**src/rtl/booth_seq_multiplier.sv**
```systemverilog
// Sequential radix-2 Booth multiplier.
// Operands are extended to N+1 bits so the same datapath serves signed and
// unsigned modes. One Booth step (add/sub/none plus arithmetic right shift)
// runs per CALC cycle. N+1 steps are needed, and the result is registered on
// the edge that enters DONE.
module booth_seq_multiplier #(
  parameter int N = 8
) (
  input  logic           clk,
  input  logic           reset_n,
  input  logic           start,
  input  logic           is_signed,
  input  logic [N-1:0]   a,
  input  logic [N-1:0]   b,
  output logic           busy,
  output logic           done,
  output logic [2*N-1:0] product
);

  localparam int W  = N + 1;
  localparam int CW = $clog2(N + 2);
  localparam logic [CW-1:0] LAST_STEP = CW'(N);

  typedef enum logic [1:0] {IDLE, CALC, DONE} state_t;

  state_t           state_q;
  logic [W-1:0]     acc_q;      // high half of the shift register
  logic [W-1:0]     mcand_q;    // extended multiplicand
  logic [W-1:0]     mplier_q;   // multiplier, shifted out LSB first
  logic             qm1_q;      // Booth q-1 bit
  logic [CW-1:0]    cnt_q;
  logic             done_q;
  logic [2*N-1:0]   product_q;

  logic [W-1:0]     a_ext;
  logic [W-1:0]     b_ext;
  logic [W-1:0]     acc_sum;
  logic [W-1:0]     acc_d;
  logic [W-1:0]     mplier_d;
  logic             qm1_d;
  logic [2*N-1:0]   product_d;

  // Operand extension: sign bit replicated only in signed mode.
  assign a_ext = {is_signed & a[N-1], a};
  assign b_ext = {is_signed & b[N-1], b};

  // Booth decision on {q0, q-1}: 01 adds the multiplicand, 10 subtracts it.
  always_comb begin
    acc_sum = acc_q;
    case ({mplier_q[0], qm1_q})
      2'b01:   acc_sum = acc_q + mcand_q;
      2'b10:   acc_sum = acc_q - mcand_q;
      default: acc_sum = acc_q;
    endcase
  end

  // Arithmetic right shift of {acc, multiplier, q-1} by one position.
  assign acc_d     = {acc_sum[W-1], acc_sum[W-1:1]};
  assign mplier_d  = {acc_sum[0], mplier_q[W-1:1]};
  assign qm1_d     = mplier_q[0];
  // Low 2N bits of the shifted {acc, multiplier} pair are the product.
  assign product_d = {acc_d[N-2:0], mplier_d};

  // Control FSM and datapath registers; reset clears everything immediately.
  always_ff @(posedge clk or negedge reset_n) begin
    if (!reset_n) begin
      state_q   <= IDLE;
      acc_q     <= '0;
      mcand_q   <= '0;
      mplier_q  <= '0;
      qm1_q     <= 1'b0;
      cnt_q     <= '0;
      done_q    <= 1'b0;
      product_q <= '0;
    end else begin
      case (state_q)
        IDLE: begin
          done_q <= 1'b0;
          if (start) begin
            mcand_q  <= a_ext;
            mplier_q <= b_ext;
            acc_q    <= '0;
            qm1_q    <= 1'b0;
            cnt_q    <= '0;
            state_q  <= CALC;
          end
        end
        CALC: begin
          acc_q    <= acc_d;
          mplier_q <= mplier_d;
          qm1_q    <= qm1_d;
          cnt_q    <= cnt_q + 1'b1;
          if (cnt_q == LAST_STEP) begin
            product_q <= product_d;
            done_q    <= 1'b1;
            state_q   <= DONE;
          end
        end
        DONE: begin
          done_q  <= 1'b0;
          state_q <= IDLE;
        end
        default: begin
          done_q  <= 1'b0;
          state_q <= IDLE;
        end
      endcase
    end
  end

  assign busy    = (state_q != IDLE);
  assign done    = done_q;
  assign product = product_q;

endmodule

```
**config.mk**
```make
export PLATFORM = sky130hd
export DESIGN_NAME = booth_seq_multiplier
export DESIGN_NICKNAME = d
export VERILOG_FILES = /design/src/rtl/booth_seq_multiplier.sv
export SDC_FILE = /design/constraint.sdc
export NUM_CORES = 1
export LEC_CHECK = 0
export CORE_UTILIZATION = 40
export CTS_CLUSTER_SIZE = 25
export DETAILED_ROUTE_END_ITERATION = 10
export HOLD_SLACK_MARGIN = 0.1
export SYNTH_ARGS = -nofsm -noshare
export SYNTH_HDL_FRONTEND = slang
export SYNTH_SLANG_ARGS = --single-unit
```
**constraint.sdc**
```tcl
create_clock -name clk -period 3.7 [get_ports clk]
set_clock_uncertainty 0.2 [all_clocks]
set_input_delay 0.555 -clock clk [delete_from_list [all_inputs] [get_ports clk]]
set_output_delay 0.555 -clock clk [all_outputs]
set_load 0.01 [all_outputs]
```
# --- Yosys cells after proc, flatten, opt, wreduce, memory -nomap -nowiden ---
# Index checks and enable logic that the tools add are counted.
word_totals:
  reg_bits: 51
  output_inout_bits: 18
  elab_cells: 40
classes:
  n_addsub: 3
  eq_ne: 6
  mux: 14
  bitwise: 2
  n_reduce_logical: 7
op_table:
  columns: ["cell", "n"]
  rows:
  - ["$pmux 9 s2", 3]
  - ["$mux 9", 2]
  - ["$add 9x9->9", 1]
  - ["$sub 9x9->9", 1]
  - ["$pmux 4 s2", 1]
  - ["$reduce_and 2->1", 4]
  - ["$add 4x1->4 const B", 1]
  - ["$eq 2x1->1 const B", 2]
  - ["$eq 4x4->1 const B", 1]
  - ["$mux 2", 2]
  - ["$mux 4", 1]
  - ["$ne 2x2->1 const B", 2]
  - ["$pmux 2 s2", 1]
  - ["$reduce_bool 2->1", 2]
  - ["$mux 1", 3]
  - ["$and 1x1->1", 2]
  - ["$eq 2x2->1 const B", 1]
  - ["$logic_not 2->1", 1]
  - ["$pmux 1 s2", 1]

# --- Logic depth before layout (Yosys ltp) ---
# Gate-level depths: netlist of the first run.
depth:
  word_depth: 3
  depth_mapped: 12
  ltp_nobuf: 12

# --- Worst setup path before layout of the first run ---
# Ideal clock, no wire load.
synth_timing:
  path_kind: "register to register"
  startpoint: "register qm1_q"
  endpoint: "register acc_q[7]"
  setup_ns: 0.136
  arrival_time_ns: 2.471
  required_ns: 3.364
  setup_slack_ns: 0.893
  path_stages_with_launch: 12
  n_path_buf: 1
  period_less_slack_ns: 2.807
  path_cell_list: "dfrtp_1 -> inv_1 -> ha_1 -> clkbuf_1 -> mux2_2 -> fa_1 -> nand2b_1 -> a21oi_1 -> a21oi_1 -> xnor2_1 -> o311ai_1 -> o41ai_1"
synth_via:
  elab_chain_len: 3
  elab_cells_between_ends: 4
  cone_classes: "2 x eq/ne; 2 x mux"
synth_rtl:
  columns: ["item", "line_no", "rtl"]
  rows:
  - ["start: declaration", "30", "logic qm1_q;"]
  - ["start signal: assignment", "91", "qm1_q <= qm1_d;"]
  - ["$eq 2x2->1 / $eq 2x1->1 (equally long branches)", "50", "case ({mplier_q[0], qm1_q})"]
  - ["$pmux 9 s2 (*)", "50", null]
  - ["$pmux 9 s2 (*)", "76", "case (state_q)"]
  - ["end signal: assignment", "68", "acc_q <= '0;"]
  - ["end signal: assignment", "82", "acc_q <= '0;"]
  - ["end signal: assignment", "89", "acc_q <= acc_d;"]
  - ["end: declaration", "27", "logic [W-1:0] acc_q;"]
# Mark *: on every way between the ends. The rest lies on a longest branch, timed or not.
# A chain may end at the register's enable or synchronous reset.

# --- Worst setup path in the final report of the first run ---
# Same ends and word-level chain as after synthesis.

==> impl_summary.txt, run 1 <==
----------------------------------------------------
[Global route]
  Maximum number of pins on one net before global-route repair ... 38
  Via count of the first global-routing pass ... 1796
  First-pass GRT wire length ... 8070 um
  Total grt overflow ... 0
  Initial antenna violation count ... 0
  GR Util All Layers ... 0.162

[Floorplanning]
  Die outline area ... 6590 um2
  Starting utilization of the core area ... 0.419
  Die outline height ... 81.2 um
  Chip width ... 81.2 um
  Core Region ... 5990 um2
  Top-level port count ... 38
  Row cnt ... 28

[Worst setup path]
  Worst setup path endpoint ... acc_q[7]
  Worst Path Arrival ... 2890 ps
  Reg-to-reg setup timing slack ... 780 ps
  Required time reported for the critical path endpoint ... 3670 ps
  WS Path Type ... flop to flop
  Max Fanout on Critical Path ... 8
  Master of the slowest instance on the critical path ... fa_1
  Most numerous cell on the critical path ... a21oi_1
  Reg-to-Reg End ... acc_q[7]
  Category of the worst setup path capture point ... flop
  Critical R2R Launch ... qm1_q
  Launch point of the worst path ... qm1_q
  Depth of the worst register-to-register path ... 10
  Critical path cell sequence ... inv_1, ha_1, mux2_2, fa_1, nand2b_1, a21oi_1, a21oi_1, xnor2_1, o311ai_1, o41ai_1
  CP startpoint kind ... flop
  CP max stage delay ... 420 ps

[Timing]
  Final critical delay including setup and external delays ... 2920 ps
  Setup violation total in the final timing report ... 0
  Hold Fails Final Rpt ... 0
  PnR worst setup slack ... 783 ps
  Setup repair after global routing missed its margin ... no
  Final Cycle Share ... 0.788
  Measured slew at the worst slew-check pin ... 817 ps
  Final total negative setup slack ... 0 ps
  Max-slew violation count ... 0
  Worst hold margin ... 138 ps
  Max frequency ... 0.343 GHz
  Remaining max-slew budget at the tightest pin ... 0.455

[Cells and area]
  Number of nets in the layout ... 329
  Number of antenna cells inserted ... 0
  Area Growth Syn to Fin ... 21.9%
  Most common cell after layout, fill and taps aside ... dfrtp_1
  Most used cells in the layout excluding fill and tap cells ... dfrtp_1, nor2_1, clkdlybuf4s50_1
  Final Cell Area ... 3060 um2
  Fill cell total of the finished layout ... 571
  Proportion of layout cells with a drive suffix above 1 ... 0.0811
  Cell Count, Final, Fillers Out ... 371

[Synth]
  Area leader, netlist ... dfrtp_1
  Post-synthesis cell area ... 2510 um2
  Synth top area share ... 0.499
  Async set-or-reset flop fraction in the synthesized netlist ... 1.00
  Post-Synthesis Cells ... 260
  Sequential-to-total area share from yosys stat ... 0.499
  Post-synthesis net count ... 293
  Number of enable flip-flop cells after synthesis ... 0
  Avg Inst Size Synth ... 9.64 um2
  Flip-flop cell with the highest count after synthesis ... dfrtp_1
  Number of synthesis warnings ... 0
  Biggest area contributors in the synthesized netlist ... dfrtp_1, ha_1, nor2_1, mux2_2, nand2_1
  Synth cell types ... 36
  Flop and latch count out of synthesis ... 50

[Clock network]
  Root Buffer Master ... clkbuf_8
  Deepest level of the CTS H-tree ... 2
  Clock sink total ... 50
  Max Root-Sink Buffers ... 2
  Resized cells post-CTS ... 0
  Number of buffers inserted to repair setup after CTS ... 0
  TritonCTS clock tree ... yes
  CTS clk-pin slew, worst paths ... 90 ps
  Clock insertion delay at the later pin of the skew report ... 310 ps
  CTS buffer count ... 5
  Hold buffer count at CTS ... 0

[Drt]
  Routed via count divided by cell count ... 5.18
  Detailed-route wire length per cell ... 13.2 um
  DRC violations left ... 0
  Number of vias in the routed layout ... 1920
  Number of detailed-route iterations in the first pass ... 4
  DRC marker count from the first detailed-route iteration ... 62
  Antenna Violating Nets Remaining ... 0
  Drt total wl ... 4910 um

[Min path]
  Worst min-delay path category ... input pin to asynchronous set/reset pin

[Job]
  Count of max-cap constraint violations ... 0

[Pwr]
  Power density over the cells ... 1140 nW/um2
  Leakage dissipation ... 1.35 nW
  VDD IR-drop max ... 0.553 mV

[Place]
  Number of placed cells counting well taps ... 364
  Worst setup timing slack at the placement stage ... 803 ps
  HPWL Detailed ... 3500 um
  Weighted congestion reported at the end of routability-driven placement ... 0.835
  I/O Buffers ... 37
  Dpl cell area ... 2950 um2

[Run status]
  Result of the run ... finished, final reports clean

----------------------------------------------------
## flip-flops by register name (all words and copies together) (netlist names)
signal    cells
product      16
mcand_q       9
cnt_q         4
mplier_q      9
done          1
state_q       2
acc_q         8
qm1_q         1
## synth_stat cells (all sizes together) (3+ instances only)
library cell,number
dfrtp,50
nor2,36
nand2,28
o21ai,19
a21oi,16
ha,12
inv,12
mux2,10
nand3,10
xnor2,10
clkbuf,9
o22ai,7
a21o,4
mux2i,4
buf,3
nor2b,3
nor3,3
xor2,3
## where the power goes
group	leakage [nW]	switching, mW	internal [mW]
logic	0.696	1.09	0.986
clock network	0.0542	0.181	0.199
registers	0.601	0.193	0.822
## worst min path at each step
stage                     cells past startpoint     start  slack (ps)          end
after floorplan                               0   reset_n          60     acc_q[0]
after global placement                        1  cnt_q[3]         270     cnt_q[3]
after detailed placement                      1  cnt_q[3]         290     cnt_q[3]
after CTS                                     1   reset_n         160  product[10]
after global routing                          1   reset_n         200  mplier_q[6]
final                                         1   reset_n         140  product[10]
## metrics by stage
stage	total power, mW	utilization
after floorplan	2.55	-
after global placement	3.10	0.492
after detailed placement	3.10	0.492
after CTS	3.51	0.510
after global routing	3.79	0.510
final	3.47	0.510
## logic make-up after synthesis
kind of cell,Yosys count,share of synthesized area
simple gates,89,0.155
compound gates,57,0.134
flops,50,0.499
buf+inv,24,0.0374
mux,14,0.0609
xor+xnor,13,0.0454
fa+ha+maj,13,0.0679
## area by class of cell
cell class              instances  area [um2]  area share
clock buffers                   5        68.8      0.0225
clock inverters                 2        38.8      0.0127
inverters                      12        45.0      0.0147
multi-input cells             186        1160       0.380
flip-flops and latches         50        1250       0.410
well taps                      75        93.8      0.0307
repair buffers                 41         395       0.129
## worst max-delay path, delay by kind of cell (launching register included)
kind	cells	cell delay, ps
compound gates	4	710
xor+xnor	1	150
fa+ha+maj	2	720
buf+inv	1	70
flops	1	370
mux	1	400
simple gates	1	160
## per-layer routing
layer  track usage  up-vias  wire (um)
met5             0        -          0
met4        0.0643        0         76
met3        0.0393        7        176
met2         0.266       31       2280
met1         0.205      915       2380
li1              -      967          -
Power figures use the tool's default switching activity.
==> inputs of run 2 (changes only) <==
Clock period 3.7 ns to 2.9 ns, I/O delays scaled along.
==> run 2 against run 1 <==
  * Fmax up 6.2%
  * Design area up 3.9%
  * Critical path depth up 1
  * Cell count up 3.0%
  * Sequential power up 31%
  * Via count up 2.7%
  * Clock-buffer cell count up 1
==> impl_summary.txt, run 2 (synthesis gave the netlist of run 1 again) <==
----------------------------------------------------
[Run status]
  Result of the run ... finished, final reports clean

[Worst setup path]
  Launch point of the worst path ... mplier_q[0]
  Worst Path Arrival ... 2730 ps
  Critical R2R Launch ... mplier_q[0]
  Depth of the worst register-to-register path ... 11
  WS Path Type ... flop to flop
  Max Fanout on Critical Path ... 7
  Required time reported for the critical path endpoint ... 2880 ps
  Reg-to-Reg End ... product[15]
  CP startpoint kind ... flop
  Category of the worst setup path capture point ... flop
  Worst setup path endpoint ... product[15]
  Reg-to-reg setup timing slack ... 150 ps

[Pwr]
  Power density over the cells ... 1470 nW/um2
  Leakage dissipation ... 1.40 nW
  VDD IR-drop max ... 1.04 mV

[Global route]
  GR Util All Layers ... 0.168
  Top Usage Layer GRT ... met2
  Via count of the first global-routing pass ... 1876
  Initial antenna violation count ... 0
  Maximum number of pins on one net before global-route repair ... 30
  M3 GR Usage ... 0.0427
  GR met2 Demand/Resource ... 0.273
  Total grt overflow ... 0
  Met1 track demand over resource in global routing ... 0.217
  First-pass GRT wire length ... 8430 um

[Timing]
  Setup repair after global routing missed its margin ... no
  Remaining max-slew budget at the tightest pin ... 0.640
  Final critical delay including setup and external delays ... 2750 ps
  Setup violation total in the final timing report ... 0
  Measured slew at the worst slew-check pin ... 539 ps
  Max-slew violation count ... 0
  Final total negative setup slack ... 0 ps
  Max frequency ... 0.364 GHz
  Final Cycle Share ... 0.947
  Hold Fails Final Rpt ... 0

[Drt]
  Antenna Violating Nets Remaining ... 0
  DRC violations left ... 0
  Routed via count divided by cell count ... 5.16
  Detailed-route wire length per cell ... 13.6 um
  DRC marker count from the first detailed-route iteration ... 77
  Number of detailed-route iterations in the first pass ... 4
  Drt total wl ... 5200 um
  Number of vias in the routed layout ... 1972

[Floorplanning]
  Die outline area ... 6590 um2
  Row cnt ... 28
  Chip width ... 81.2 um
  Die outline height ... 81.2 um
  Top-level port count ... 38
  Starting utilization of the core area ... 0.419
  Core Region ... 5990 um2

[Min path]
  Worst min-delay path category ... flop to flop
  Hold-critical path depth ... 1

[Place]
  HPWL Detailed ... 3710 um
  Weighted congestion reported at the end of routability-driven placement ... 0.832
  I/O Buffers ... 37

[Cells and area]
  Number of antenna cells inserted ... 0
  Number of flip-flops under the largest register name ... 16
  Most used cells in the layout excluding fill and tap cells ... dfrtp_1, nor2_1, clkdlybuf4s50_1
  Most common cell after layout, fill and taps aside ... dfrtp_1
  Utilization of the core after routing ... 0.530
  Proportion of layout cells with a drive suffix above 1 ... 0.140
  Area Growth Syn to Fin ... 26.6%
  Number of nets in the layout ... 339

[Clock network]
  Clock sink total ... 50
  CTS clk-pin slew, worst paths ... 100 ps
  Root Buffer Master ... clkbuf_8
  TritonCTS clock tree ... yes
  Max Root-Sink Buffers ... 2
  Deepest level of the CTS H-tree ... 2
  Clock insertion delay at the later pin of the skew report ... 310 ps
  CTS buffer count ... 5

[Job]
  Count of max-cap constraint violations ... 0

----------------------------------------------------
run 2: where the power goes:
group / leakage, nW / internal [mW] / switching, mW
registers: 0.597 / 1.05 / 0.263
logic: 0.754 / 1.43 / 1.48
clock network: 0.0514 / 0.197 / 0.244
run 2: critical path: stages, from the launching register on:
cell and delay, ps:
dfrtp_1 400, ha_1 220, buf_4 160, nor2_1 120, xnor2_1 140, ha_1 300, a21o_1 190, a21oi_2 140
o21ai_2 80, or3_1 370, a32oi_2 200, a21oi_1 90
run 2: through the flow:
| step | total power [mW] | cells | setup WS, ps | hold slack [ps] | instance area, um2 |
|---|---|---|---|---|---|
| after CTS | 4.54 | 379 | 56.7 | 307 | 3100 |
| after global placement | 4.03 | 370 | 109 | 225 | 2990 |
| final | 4.67 | 382 | 152 | 303 | 3170 |
| after detailed placement | 4.07 | 370 | 93.5 | 227 | 2990 |
| after floorplan | 3.25 | 260 | 93.4 | -60.6 | 2510 |
| after global routing | 5.11 | 382 | 7.59 | 338 | 3170 |
run 2: worst min path at each step:
stage | from | endpoint | slack [ps]
finish | cnt_q[3] | cnt_q[3] | 300
global route | product[5] | product[5] | 340
CTS | cnt_q[3] | cnt_q[3] | 310
detailed placement | reset_n | product[14] | 230
global placement | reset_n | product[14] | 220
floorplan | reset_n | acc_q[0] | -60
run 2: layer usage:
layer,part of all wire,wire length [um]
met1,0.47,2420
met5,0,0
met3,0.045,234
met2,0.48,2470
met4,0.013,68
run 2: layout make-up:
type | instances | area, um2
Fill cell | 556 | 2820
Clock buffer | 6 | 82.6
Timing Repair Buffer | 51 | 473
Multi-Input combinational cell | 186 | 1210
Clock inverter | 2 | 17.5
Inverter | 12 | 45.0
Sequential cell | 50 | 1250
Tap cell | 75 | 93.8
run 2: what timing repair did:
item / in CTS / in global routing
gates resized for setup: 0 / 12
setup endpoints to repair: 0 / 7
hold buffers: 1 / 0
endpoints found under the hold margin: 21 / 0
setup buffers: 0 / 3
==> inputs of run 3 (changes only) <==
Clock period 2.9 ns to 2.5 ns, I/O delays scaled along.
==> run 3 against run 2 <==
  * The flow now finishes with violations (setup timing)
  * First-iteration DRC count fell by 60%
  * Sequential cell count did not move
  * Utilization rose by 7.5 points
  * Critical path depth fell by 1
  * Cell count rose by 8.1%
==> impl_summary.txt, run 3 (synthesis gave the netlist of run 1 again) <==
----------------------------------------------------
[Timing]
  Measured slew at the worst slew-check pin ... 531 ps
  Max-slew violation count ... 0
  Setup violation total in the final timing report ... 9
  Setup repair after global routing missed its margin ... yes
  Max frequency ... 0.372 GHz
  Final critical delay including setup and external delays ... 2690 ps
  Worst hold margin ... 297 ps
  Hold Fails Final Rpt ... 0
  Remaining max-slew budget at the tightest pin ... 0.646
  Final Cycle Share ... 1.08
  PnR worst setup slack ... -189 ps

[Cells and area]
  Multi-input gate area in the final layout ... 1380 um2
  Number of nets in the layout ... 370
  Fill cell total of the finished layout ... 517
  Most used cells in the layout excluding fill and tap cells ... dfrtp_1, buf_4, clkdlybuf4s50_1
  Number of antenna cells inserted ... 0
  Register area ... 1250 um2
  Number of flip-flops under the largest register name ... 16
  Proportion of layout cells with a drive suffix above 1 ... 0.290
  Most common cell after layout, fill and taps aside ... dfrtp_1
  Utilization of the core after routing ... 0.605
  Area Growth Syn to Fin ... 44.5%

[Worst setup path]
  WS Path Type ... flop to flop
  Master of the slowest instance on the critical path ... dfrtp_2
  Max Fanout on Critical Path ... 3
  Required time reported for the critical path endpoint ... 2480 ps
  CP top delay family ... compound AO/OA/AOI/OAI gates
  WP buf/inv ... 1
  CP max stage delay ... 450 ps
  Critical path cell sequence ... inv_2, ha_4, mux2_4, fa_2, nand2b_4, a21oi_4, a21oi_2, xnor2_1, o311ai_1, o41ai_2
  Category of the worst setup path capture point ... flop
  CP startpoint kind ... flop
  Worst Path Arrival ... 2660 ps

[Place]
  I/O Buffers ... 37
  Weighted congestion reported at the end of routability-driven placement ... 0.771
  HPWL Detailed ... 4050 um

[Global route]
  Maximum number of pins on one net before global-route repair ... 30
  Initial antenna violation count ... 0
  Total grt overflow ... 0
  Via count of the first global-routing pass ... 2060
  GR Util All Layers ... 0.190
  First-pass GRT wire length ... 9430 um

[Clock network]
  Deepest level of the CTS H-tree ... 2
  Clock sink total ... 50
  Root Buffer Master ... clkbuf_8
  TritonCTS clock tree ... yes
  Max Root-Sink Buffers ... 2
  Clock insertion delay at the later pin of the skew report ... 310 ps
  CTS buffer count ... 5
  CTS clk-pin slew, worst paths ... 90 ps

[Drt]
  DRC violations left ... 0
  Number of vias in the routed layout ... 2119
  Number of detailed-route iterations in the first pass ... 4
  Antenna Violating Nets Remaining ... 0
  Detailed-route wire length per cell ... 13.7 um
  DRC marker count from the first detailed-route iteration ... 31
  Drt total wl ... 5640 um
  Routed via count divided by cell count ... 5.13

[Floorplanning]
  Chip width ... 81.2 um
  Top-level port count ... 38
  Starting utilization of the core area ... 0.419
  Core Region ... 5990 um2
  Die outline area ... 6590 um2
  Row cnt ... 28
  Die outline height ... 81.2 um

[Run status]
  Result of the run ... finished with violations
  Violated checks ... setup timing

[Min path]
  Worst min-delay path category ... flop to flop

[Job]
  Count of max-cap constraint violations ... 0

----------------------------------------------------
run 3: cell type report:
type	count	share of cell area
tap	75	0.0259
multi-input combinational	186	0.380
sequential	50	0.346
clock inverter	2	0.0107
inverter	12	0.0124
timing repair buffer	82	0.202
clock buffer	6	0.0228
run 3: metal layers:
metal | wire [um] | track usage | vias up
met1 | 2530 | 0.246 | 1040
met3 | 169 | 0.0472 | 7
met5 | 0 | 0 | -
met2 | 2890 | 0.317 | 21
li1 | - | - | 1051
met4 | 55 | 0.0518 | 0
run 3: what timing repair did:
item / in CTS / in global routing
hold endpoints to repair: 21 / 0
cloned: 0 / 0
buffers inserted: 8 / 1
hold buffers: 1 / 0
pin swaps: 19 / 11
gates resized for setup: 23 / 18
endpoints found under the setup margin: 10 / 11
run 3: final timing paths:
path,from,end,slack (ps),depth (start not counted)
max,mcand_q[0],acc_q[7],-190,10
min,cnt_q[3],cnt_q[3],300,1
max reg2reg,mcand_q[0],acc_q[7],-190,10
min reg2reg,cnt_q[3],cnt_q[3],300,1
max in group asynchronous,reset_n,acc_q[5],1190,3
min in group asynchronous,reset_n,done,370,2
run 3: per-stage QoR:
step	instance area (um2)	setup slack (ps)	cells	setup TNS [ps]
finish	3620	-189	413	-918
global route	3620	-318	413	-1900
CTS	3550	-192	412	-905
detailed placement	3250	-264	395	-1260
global placement	3250	-211	395	-926
floorplan	2570	-60.4	260	-125
Power of run 3 is not shown: default switching activity piles up to over one toggle a cycle in this logic, so the estimate is an artifact.
